<file path="config.mk">
export PLATFORM = sky130hd
export DESIGN_NAME = ps2_hex_entry
export DESIGN_NICKNAME = d
export VERILOG_FILES = /design/src/rtl/ps2_hex_entry.sv
export SDC_FILE = /design/constraint.sdc
export NUM_CORES = 1
export LEC_CHECK = 0
export CAP_MARGIN = 20
export CORE_MARGIN = 2
export CORE_UTILIZATION = 35
export DETAILED_ROUTE_END_ITERATION = 7
export SYNTH_ARGS = -nofsm -noshare
export SYNTH_HDL_FRONTEND = slang
export SYNTH_SLANG_ARGS = --single-unit
export TNS_END_PERCENT = 100
</file>
<file path="constraint.sdc">
create_clock -name clk_i -period 3.8 [get_ports clk_i]
set_input_delay 0.38 -clock clk_i [delete_from_list [all_inputs] [get_ports clk_i]]
set_output_delay 0.38 -clock clk_i [all_outputs]
set_load 0.05 [all_outputs]
</file>
<file path="src/rtl/ps2_hex_entry.sv">
// PS/2 keyboard receiver and scan-set-2 decoder for hex operand entry.
// Typed hex digits are shifted into value_o. Enter commits, Backspace drops a digit, Esc clears.
module ps2_hex_entry #(
    parameter int DISPLAY_WIDTH  = 32,
    parameter int TIMEOUT_CYCLES = 50000
) (
    input  logic                     clk_i,
    input  logic                     rst_ni,
    input  logic                     ps2_clk_i,
    input  logic                     ps2_data_i,
    output logic [DISPLAY_WIDTH-1:0] value_o,
    output logic                     key_stb_o,
    output logic                     value_valid_o,
    output logic                     frame_err_o
);

    localparam int TW = $clog2(TIMEOUT_CYCLES + 1);
    localparam logic [TW-1:0] TMO_LAST = TW'(TIMEOUT_CYCLES - 1);

    typedef enum logic [1:0] {
        IDLE,
        DATA,
        PARITY,
        STOP
    } rx_state_e;

    logic clk_meta, clk_sync, clk_prev;
    logic data_meta, data_sync;
    logic fall;

    rx_state_e state_q, state_d;
    logic [2:0]    bit_cnt_q, bit_cnt_d;
    logic [7:0]    shift_q, shift_d;
    logic          par_q, par_d;
    logic [TW-1:0] tmo_q, tmo_d;
    logic          rx_stb_q, rx_stb_d;
    logic [7:0]    rx_byte_q, rx_byte_d;
    logic          err_q, err_d;

    logic                     brk_q, ext_q;
    logic [DISPLAY_WIDTH-1:0] value_q;
    logic                     key_stb_q, valid_q;
    logic                     is_hex;
    logic [3:0]               nibble;

    // Both PS/2 lines are asynchronous; they idle high, so the synchronizers reset to 1.
    always_ff @(posedge clk_i or negedge rst_ni) begin
        if (!rst_ni) begin
            clk_meta  <= 1'b1;
            clk_sync  <= 1'b1;
            clk_prev  <= 1'b1;
            data_meta <= 1'b1;
            data_sync <= 1'b1;
        end else begin
            clk_meta  <= ps2_clk_i;
            clk_sync  <= clk_meta;
            clk_prev  <= clk_sync;
            data_meta <= ps2_data_i;
            data_sync <= data_meta;
        end
    end

    assign fall = clk_prev & ~clk_sync;

    always_ff @(posedge clk_i or negedge rst_ni) begin
        if (!rst_ni) begin
            state_q   <= IDLE;
            bit_cnt_q <= '0;
            shift_q   <= '0;
            par_q     <= 1'b0;
            tmo_q     <= '0;
            rx_stb_q  <= 1'b0;
            rx_byte_q <= '0;
            err_q     <= 1'b0;
        end else begin
            state_q   <= state_d;
            bit_cnt_q <= bit_cnt_d;
            shift_q   <= shift_d;
            par_q     <= par_d;
            tmo_q     <= tmo_d;
            rx_stb_q  <= rx_stb_d;
            rx_byte_q <= rx_byte_d;
            err_q     <= err_d;
        end
    end

    // A clock fall always takes priority over the timeout in the same cycle.
    always_comb begin
        state_d   = state_q;
        bit_cnt_d = bit_cnt_q;
        shift_d   = shift_q;
        par_d     = par_q;
        rx_stb_d  = 1'b0;
        rx_byte_d = rx_byte_q;
        err_d     = 1'b0;

        if (state_q == IDLE || fall) begin
            tmo_d = '0;
        end else begin
            tmo_d = tmo_q + 1'b1;
        end

        if (fall) begin
            case (state_q)
                IDLE: begin
                    if (!data_sync) begin
                        state_d   = DATA;
                        bit_cnt_d = '0;
                    end
                end
                DATA: begin
                    shift_d   = {data_sync, shift_q[7:1]};
                    bit_cnt_d = bit_cnt_q + 3'd1;
                    if (bit_cnt_q == 3'd7) begin
                        state_d = PARITY;
                    end
                end
                PARITY: begin
                    par_d   = data_sync;
                    state_d = STOP;
                end
                STOP: begin
                    state_d = IDLE;
                    if (data_sync && (^{shift_q, par_q})) begin
                        rx_stb_d  = 1'b1;
                        rx_byte_d = shift_q;
                    end else begin
                        err_d = 1'b1;
                    end
                end
                default: state_d = IDLE;
            endcase
        end else if (state_q != IDLE && tmo_q == TMO_LAST) begin
            state_d = IDLE;
            err_d   = 1'b1;
            tmo_d   = '0;
        end
    end

    always_comb begin
        is_hex = 1'b1;
        nibble = 4'h0;
        case (rx_byte_q)
            8'h45: nibble = 4'h0;
            8'h16: nibble = 4'h1;
            8'h1E: nibble = 4'h2;
            8'h26: nibble = 4'h3;
            8'h25: nibble = 4'h4;
            8'h2E: nibble = 4'h5;
            8'h36: nibble = 4'h6;
            8'h3D: nibble = 4'h7;
            8'h3E: nibble = 4'h8;
            8'h46: nibble = 4'h9;
            8'h1C: nibble = 4'hA;
            8'h32: nibble = 4'hB;
            8'h21: nibble = 4'hC;
            8'h23: nibble = 4'hD;
            8'h24: nibble = 4'hE;
            8'h2B: nibble = 4'hF;
            default: is_hex = 1'b0;
        endcase
    end

    // Release codes (F0 xx) are swallowed whole; E0 only matters for keypad Enter.
    always_ff @(posedge clk_i or negedge rst_ni) begin
        if (!rst_ni) begin
            brk_q     <= 1'b0;
            ext_q     <= 1'b0;
            value_q   <= '0;
            key_stb_q <= 1'b0;
            valid_q   <= 1'b0;
        end else begin
            key_stb_q <= 1'b0;
            valid_q   <= 1'b0;
            if (err_q) begin
                brk_q <= 1'b0;
                ext_q <= 1'b0;
            end else if (rx_stb_q) begin
                if (rx_byte_q == 8'hE0) begin
                    ext_q <= 1'b1;
                end else if (rx_byte_q == 8'hF0) begin
                    brk_q <= 1'b1;
                end else if (brk_q) begin
                    brk_q <= 1'b0;
                    ext_q <= 1'b0;
                end else if (ext_q) begin
                    ext_q <= 1'b0;
                    if (rx_byte_q == 8'h5A) begin
                        valid_q <= 1'b1;
                    end
                end else if (is_hex) begin
                    value_q   <= {value_q[DISPLAY_WIDTH-5:0], nibble};
                    key_stb_q <= 1'b1;
                end else begin
                    case (rx_byte_q)
                        8'h66:   value_q <= value_q >> 4;
                        8'h76:   value_q <= '0;
                        8'h5A:   valid_q <= 1'b1;
                        default: ;
                    endcase
                end
            end
        end
    end

    assign value_o       = value_q;
    assign key_stb_o     = key_stb_q;
    assign value_valid_o = valid_q;
    assign frame_err_o   = err_q;

endmodule

</file>
# ---- Word level (Yosys, flattened, before mapping)
# Cells that the tools add are included.
dict set report totals {
  register_bits 81
  input_bits 4
  out_inout_bits 35
  elab_cells 121
}
dict set report classes {
  addsub 2
  eq_ne 31
  n_mux 44
  n_bitwise 7
  reduce_logical 19
}
# cell n
set op_table {}
lappend op_table {{8-bit by 6-bit equality test with 1-bit output (second input constant)} 11}
lappend op_table {{32-bit one-hot mux with 2 select lines} 1}
lappend op_table {{4-bit one-hot mux with 15 select lines} 1}
lappend op_table {{16-bit 2-to-1 mux} 3}
lappend op_table {{8-bit by 7-bit equality test with 1-bit output (second input constant)} 5}
lappend op_table {{32-bit 2-to-1 mux} 1}
lappend op_table {{1-bit 2-to-1 mux} 31}
lappend op_table {{8-bit by 5-bit equality test with 1-bit output (second input constant)} 3}
lappend op_table {{16-bit by 1-bit adder with 16-bit output (second input constant)} 1}
lappend op_table {{16-bit equality test (second input constant)} 1}
lappend op_table {{8-bit equality test (second input constant)} 2}
lappend op_table {{16-bit OR reduction} 1}
lappend op_table {{3-bit != test (second input constant)} 3}
lappend op_table {{3-bit AND reduction} 3}
lappend op_table {{9-bit parity} 1}
lappend op_table {{2-bit 2-to-1 mux} 4}
lappend op_table {{2-bit one-hot mux with 4 select lines} 1}
lappend op_table {{2-bit AND reduction} 4}
lappend op_table {{2-bit nonzero test} 4}
lappend op_table {{7-bit AND reduction} 1}
lappend op_table {{1-bit NOT} 6}
lappend op_table {{3-bit one-hot mux with 2 select lines} 1}
lappend op_table {{2-bit equality test (second input constant)} 2}
lappend op_table {{2-bit != test (second input constant)} 2}
lappend op_table {{other kinds (9)} 10}

# ---- Longest topological paths before layout
dict set report logic_depth {
  ltp_word 10
  depth_mapped 9
  ltp_nobuf 7
}

# ---- Least setup slack after synthesis
# Ideal clock, no wire load.
dict set report synth_path {
  path_kind {register to register}
  start {register rx_byte_q[6]}
  end {register value_q[3] (netlist: value_o[3])}
  arrival_time_ns 2.159
  t_required_ns 3.673
  path_slack_ns 1.514
  path_stages_with_launch 7
  path_buffers 2
  synth_period_minus_slack_ns 2.286
  cell_sequence {dfrtp_1 -> buf_2 -> or3b_4 -> or4_4 -> a41oi_2 -> buf_4 -> mux2_1}
}
dict set report synth_via {
  elab_chain_len 5
  elab_cells_between_ends 29
}
# item line
set synth_lines {}
lappend synth_lines {{start: declaration} 37} ;# logic [7:0] rx_byte_q, rx_byte_d;
lappend synth_lines {{start signal: assignment} 82} ;# rx_byte_q <= rx_byte_d;
lappend synth_lines {{8-bit by 6-bit equality test with 1-bit output, or another cell as far along} 143} ;# case (rx_byte_q)
lappend synth_lines {{16-bit OR reduction (no source line)} -}
lappend synth_lines {{1-bit 2-to-1 mux} 143}
lappend synth_lines {{3-bit nonzero test (no source line)} -}
lappend synth_lines {{7-bit AND reduction (no source line)} -}
lappend synth_lines {{end signal: assignment} 192} ;# value_q <= {value_q[DISPLAY_WIDTH-5:0], nibble};
lappend synth_lines {{end signal: assignment} 196} ;# 8'h66: value_q <= value_q >> 4;
lappend synth_lines {{end: declaration} 41} ;# logic [DISPLAY_WIDTH-1:0] value_q;
# Parallel ways exist; a longest one is shown, timed or not. The select of a mux whose other input is x is not followed.
# A chain may end at the register's enable or synchronous reset.

# ---- Worst setup path in the final report
dict set report layout_path {
  start {register rx_byte_q[1]}
  end {register value_q[25] (netlist: value_o[25])}
}
# The elaborated chain is that of the path after synthesis.

==> out/qor.txt <==
Status: finished with violations
Failing checks: design-rule violations
Hold WC Path Type: reg2reg
Starting DRC count in detailed routing: 206
GRT Util Overall: 14.7%
Period utilization: 77.8%
CP max stage delay: 690 ps
Comb pwr share: 19.6%
ANT cells: 0
Die Span Y: 113 um
Fin util: 43.2%
Number of global-route vias before repair: 2990
DP HPWL: 5.79 mm
Grt ovf: 0
WL/cell: 15.4 um
ANT nets after route: 0
Reg-to-Reg Start: rx_byte_q[1]$_DFFE_PN0P_
Hold Path End: clk_sync$_DFF_PN1_
Flops & latches, synth: 81
Worst Tran Pin Value: 743 ps
Routed wire length: 8.85 mm
Die area: 0.0128 mm2
Worst reg-to-reg path cell count: 6
Startpoint Class: flop
Share of layout cells above drive strength 1: 16.3%
Post-place instance area: 0.00462 mm2
Residual DRC: 3
Nets: 436
CP Cell Sequence: and4bb_2 -> or4b_1 -> and2_1 -> a41oi_2 -> buf_4 -> o221a_1
NetSw: 0.699 mW
WP data required: 4070 ps
Slew margin rel.: 50.4%
Hold path startpoint: clk_meta$_DFF_PN1_
F_max: 0.338 GHz
Mapped Nets: 406
Worst R2R End: value_o[25]$_DFFE_PN0P_
Design Power: 2.45 mW
Worst clock skew: 6.01 ps
Routability cong.: 0.865
CTS tree: done
Register area share after synthesis: 48.8%
Via count: 3071
Switching share of power: 28.6%
Sequential share of power: 43.2%
Fin area: 0.00498 mm2
Syn avg cell area: 10.5 um2
Post-Syn Area: 0.00416 mm2
IO Count: 39
Final Max Tran Viols: 0
Antenna violations before repair: 0
Pre-CTS WS: 899 ps
Power Density: 492 mW/mm2
Final hold viol count: 0
Initial Util: 36.1%
Post-CTS Repair Setup Buffers: 0
R2R setup slack: 840 ps
Post-synth EDFFs: 0
Root buffer cell: clkbuf_16
Number of port buffers: 38
Clock latency on the worst-skew pair: 330 ps
Die Wd: 113 um
WP data arrival: 3220 ps
Final setup fails: 0
CTS Sinks: 81
Cts bufs inserted: 9
Ys Warns: 0
Post-route minimum period: 2960 ps
TritonRoute pass-1 iters: 6
RSZ-0062 raised after global routing: false
Fin worst setup slack: 845 ps
Pint: 1.75 mW
Max Buffers Root-to-Sink: 2
Worst Hold Depth: 0
Area grow syn2layout: 19.5%
Crit-path slowest cell: dfrtp_1
Share of flip-flops with an asynchronous set or reset: 100%
Post-route setup TNS: 0 ps
Mapped Cells: 395
Max Cap Viol: 0
Core Footprint: 0.0115 mm2
CP max FO: 20
Vias/cell: 5.36
Library cells used by synthesis: 63
First-pass GRT wire length: 15.3 mm
Crit. End Element: flop
Worst-path clk slew: 60 ps
Clock share of power: 37.2%
Lkg Pwr: 2.07 nW
Worst VDD drop: 0.227 mV
Crit path kind: reg2reg
H-tree depth: 3
Largest net degree at the start of global routing: 82
Most used DFF post-synth: dfrtp_1
Std-Cell Rows: 39
==> routing by layer <==
layer | share of wire, % | global-route usage (%) | up-vias
met5 | 0 | 0 | -
met4 | 0.87 | 5.61 | 0
met3 | 3.6 | 2.57 | 5
met2 | 48 | 22.6 | 60
met1 | 48 | 20.7 | 1517
li1 | - | - | 1489
==> cells in the final DEF, fill, tap and decap left out, types with 3 or more instances in the layout <==
master / netlist / layout
and2_1: 3 / 3
clkbuf_16: 0 / 9
clkdlybuf4s50_1: 0 / 37
a21oi_1: 8 / 8
dfrtp_1: 76 / 76
o21ai_0: 33 / 33
nor2b_1: 7 / 7
nor2_1: 23 / 23
xnor2_1: 11 / 11
dfstp_2: 5 / 5
or3_1: 3 / 3
mux2_2: 17 / 17
inv_1: 34 / 34
nor3_1: 7 / 7
xor2_1: 12 / 12
o221a_1: 5 / 5
buf_4: 2 / 5
nand3_1: 12 / 12
o221a_2: 19 / 19
a31oi_1: 3 / 3
and3_1: 5 / 5
ha_1: 7 / 7
nand2b_1: 5 / 5
clkbuf_8: 0 / 3
nand2_1: 17 / 17
nor3b_1: 6 / 6
o22ai_1: 4 / 4
nand3b_1: 3 / 3
nand4_1: 5 / 5
==> power groups by stage <==
| stage | registers [mW] | logic [mW] | clock network, mW |
|---|---|---|---|
| detailed placement | 1.07 | 0.477 | 0 |
| CTS | 1.06 | 0.482 | 0.943 |
| global placement | 1.07 | 0.467 | 0 |
| finish | 1.06 | 0.480 | 0.910 |
| floorplan | 1.03 | 0.410 | 0 |
| global route | 1.08 | 0.553 | 0.986 |
==> cells by family (layout without fill, tap and decap cells) <==
family                     count (synthesis)  count (layout)  synth area share [%]
muxes                                     18              18                  4.87
xor gates and xnor gates                  24              24                  5.38
AOI/OAI and AO/OA                         94              94                  17.4
and+or+nand+nor                          112             112                  15.3
adders and majority gates                  7               7                  2.10
DFF                                       81              81                  48.8
buffers and inverters                     59              94                  6.13
==> flip-flops by register name (all words and copies together), names as in the netlist <==
name,flops
rx_byte_q,8
clk_meta,1
data_sync,1
clk_sync,1
shift_q,8
clk_prev,1
data_meta,1
key_stb_o,1
ext_q,1
value_o,32
tmo_q,16
value_valid_o,1
par_q,1
frame_err_o,1
brk_q,1
state_q,2
rx_stb_q,1
bit_cnt_q,3
==> repair_timing <==
| item | CTS | global route |
|---|---|---|
| hold buffers | 0 | 1 |
| endpoints found under the hold margin | 0 | 9 |
| gates resized for setup | 0 | 0 |
==> worst max-delay path by stage <==
stage,startpoint,end,slack (ps)
3_5_place_dp,rx_byte_q[1]$_DFFE_PN0P_,value_o[14]$_DFFE_PN0P_,900
2_1_floorplan,rx_byte_q[6]$_DFFE_PN0P_,value_o[3]$_DFFE_PN0P_,1510
3_3_place_gp,rx_byte_q[1]$_DFFE_PN0P_,value_o[18]$_DFFE_PN0P_,1000
4_1_cts,rx_byte_q[1]$_DFFE_PN0P_,value_o[14]$_DFFE_PN0P_,880
5_1_grt,rx_byte_q[1]$_DFFE_PN0P_,value_o[8]$_DFFE_PN0P_,640
6_report,rx_byte_q[1]$_DFFE_PN0P_,value_o[25]$_DFFE_PN0P_,840
==> per-stage QoR <==
step                std cells  hold WS, ps
floorplan                 395         84.4
global placement          555          347
detailed placement        555          347
CTS                       571          273
global route              573          359
finish                    573          355
==> layout make-up <==
cell class / count / area, um2
clock buffers: 13 / 270
clock inverters: 3 / 46.3
fillers: 1111 / 6540
inverters: 34 / 128
multi-input cells: 255 / 1870
flip-flops and latches: 81 / 2030
well taps: 143 / 179
repair buffers: 44 / 445
==> synth_stat cells, types with 8 or more instances <==
cell | count | area share, %
nor2_1 | 23 | 2.1
nand2_1 | 17 | 1.5
inv_1 | 34 | 3.1
mux2_2 | 17 | 4.6
clkbuf_1 | 12 | 1.1
nand3_1 | 12 | 1.4
buf_2 | 9 | 1.1
a21oi_1 | 8 | 0.96
xnor2_1 | 11 | 2.3
o221a_2 | 19 | 5.1
o21ai_0 | 33 | 4.0
dfrtp_1 | 76 | 46
xor2_1 | 12 | 2.5
==> critical path, delay by kind of cell, from the launching register on <==
kind	cells	cell delay (ps)
flip-flops	1	690
buffers and inverters	1	360
AO/OA/AOI/OAI	2	840
AND/OR/NAND/NOR	3	1000
No activity file was read; power rests on OpenSTA's default activity.
==> patch: new RTL, same settings <==
Change the parameter `DISPLAY_WIDTH` from 32 to 36.
--- a/src/rtl/ps2_hex_entry.sv
+++ b/src/rtl/ps2_hex_entry.sv
@@ -1,7 +1,7 @@
 // PS/2 keyboard receiver and scan-set-2 decoder for hex operand entry.
 // Typed hex digits are shifted into value_o. Enter commits, Backspace drops a digit, Esc clears.
 module ps2_hex_entry #(
-    parameter int DISPLAY_WIDTH  = 32,
+    parameter int DISPLAY_WIDTH  = 36,
     parameter int TIMEOUT_CYCLES = 50000
 ) (
     input  logic                     clk_i,
Interface: changed (resized value_o); port bits go from 39 to 43. The function was not compared with the original's and may differ.
==> patch against the original RTL <==
Count of clock-buffer cells in the layout shrank 1; clock skew about the same; hold slack better by 0.00088 ns; worst setup slack better by 0.28 ns; final cell count rose by 5.9%; sequential cell count rose by 4; synthesized area up 8.7%; power is 10% higher; critical path depth up 1; cell area up 6.7%; wire length up 13%.
==> patch: results (changes against the original RTL) <==
outcome - finished, final reports clean
leak pwr - 2.17 nW (+4.9%)
Synth Area in Compound Gates - 0.209 (+0.0356)
slowest CP cell - or4_1
maximum fanout along the worst path - 24 (+20%)
WHS - 0.356 ns (+0.000880 ns)
XOR/XNOR Fraction of Synth Area - 0.0495 (-0.00431)
Placed Cells - 589 (+6.1%)
GPL Wtd Cong - 0.863 (-0.28%)
fin crit share - 0.703 (-0.0745)
Post-Syn Nets - 409 (+0.74%)
peak supply drop - 0.406 mV (+79%)
Mean Syn Cell Area - 11.4 µm² (+7.9%)
reg2reg start - rx_byte_q[4]$_DFFE_PN0P_
initial DRC count - 291 (+41%)
Worst Hold End - data_sync$_DFF_PN1_
gr usage total - 0.143 (-0.00368)
clock skew - 0.00578 ns (-0.000233 ns)
Max-slew headroom - 0.563 (+0.0595)
net switching power - 843 µW (+21%)
worst path arrival time - 2.89 ns (-0.33 ns)
top post-synthesis cells by count - dfrtp_1 (80), a221o_1 (28), a32o_1 (26), nor2_1 (26), nand2_1 (20)
cell depth of the worst flop-to-flop path - 7 (+1)
post-synthesis mux area share - 0.0395 (-0.00916)
DRT Pass-1 Iters - 4 (-2)
layout cells sized above 1 - 0.140 (-0.0226)
hpwl dp - 6440 µm (+11%)
largest net degree at the start of global routing - 86 (+4.9%)
Synth Area in Adders - 0.0194 (-0.00169)
Vias - 3430 (+12%)
dpl cell area - 4980 µm² (+7.9%)
fillers - 1216 (+9.5%)
max FFs per register - 36 (+13%)
DR DRC count - 0 (-3)
post-place setup slack - 1.18 ns (+0.277 ns)
flop-to-flop setup slack - 1.13 ns (+0.28 ns)
ranking of synthesized cells by area - dfrtp_1 (44%), a221o_1 (6.2%), a32o_1 (5.8%)
## patch: changes by cell type in the layout (fill, tap and decap cells not counted), moves of 5 or more
cell | unedited run | this run
inv_1 | 34 | 12
o221a_1 | 5 | 0
a32o_1 | 1 | 26
o21ai_0 | 33 | 6
a221o_1 | 0 | 28
o221a_2 | 19 | 0
## patch: area by class of cell
type                       count  area, µm²  area share
clock buffer                  12        236      0.0445
clock inverter                 4       50.0     0.00943
inverter                      12       45.0     0.00848
multi-input combinational    272       2130       0.401
sequential                    85       2130       0.402
tap                          172        215      0.0405
timing repair buffer          50        500      0.0943
## patch: logic make-up after synthesis
family	after synthesis
XOR/XNOR	24
multiplexers	16
buffers and inverters	41
adder cells (fa/ha/maj)	7
AND/OR/NAND/NOR	115
flip-flops	85
AO/OA/AOI/OAI	110
## patch: power groups by stage
stage / clock network (mW) / registers, mW / logic [mW]
CTS: 0.883 / 1.20 / 0.645
finish: 0.858 / 1.20 / 0.643
global route: 0.918 / 1.23 / 0.722
detailed placement: 0 / 1.22 / 0.641
floorplan: 0 / 1.15 / 0.579
global placement: 0 / 1.21 / 0.630
## patch: per-layer routing
layer,up-vias,GRT usage,routed length (µm)
li1,1611,-,-
met1,1730,0.197,4870
met2,77,0.216,4550
met3,12,0.0383,432
met4,0,0.0535,138
met5,-,0,0
## patch: repair_timing
action | 4_1_cts | 5_1_grt
buffers inserted | 0 | 0
hold buffers | 0 | 1
hold endpoints to repair | 0 | 15
## patch: critical path: cells and delay by family, from the launching register on
family,cells,cell delay (ns)
flip-flops,1,0.37
AO/OA/AOI/OAI,4,1.16
buffers and inverters,2,0.49
AND/OR/NAND/NOR,1,0.51
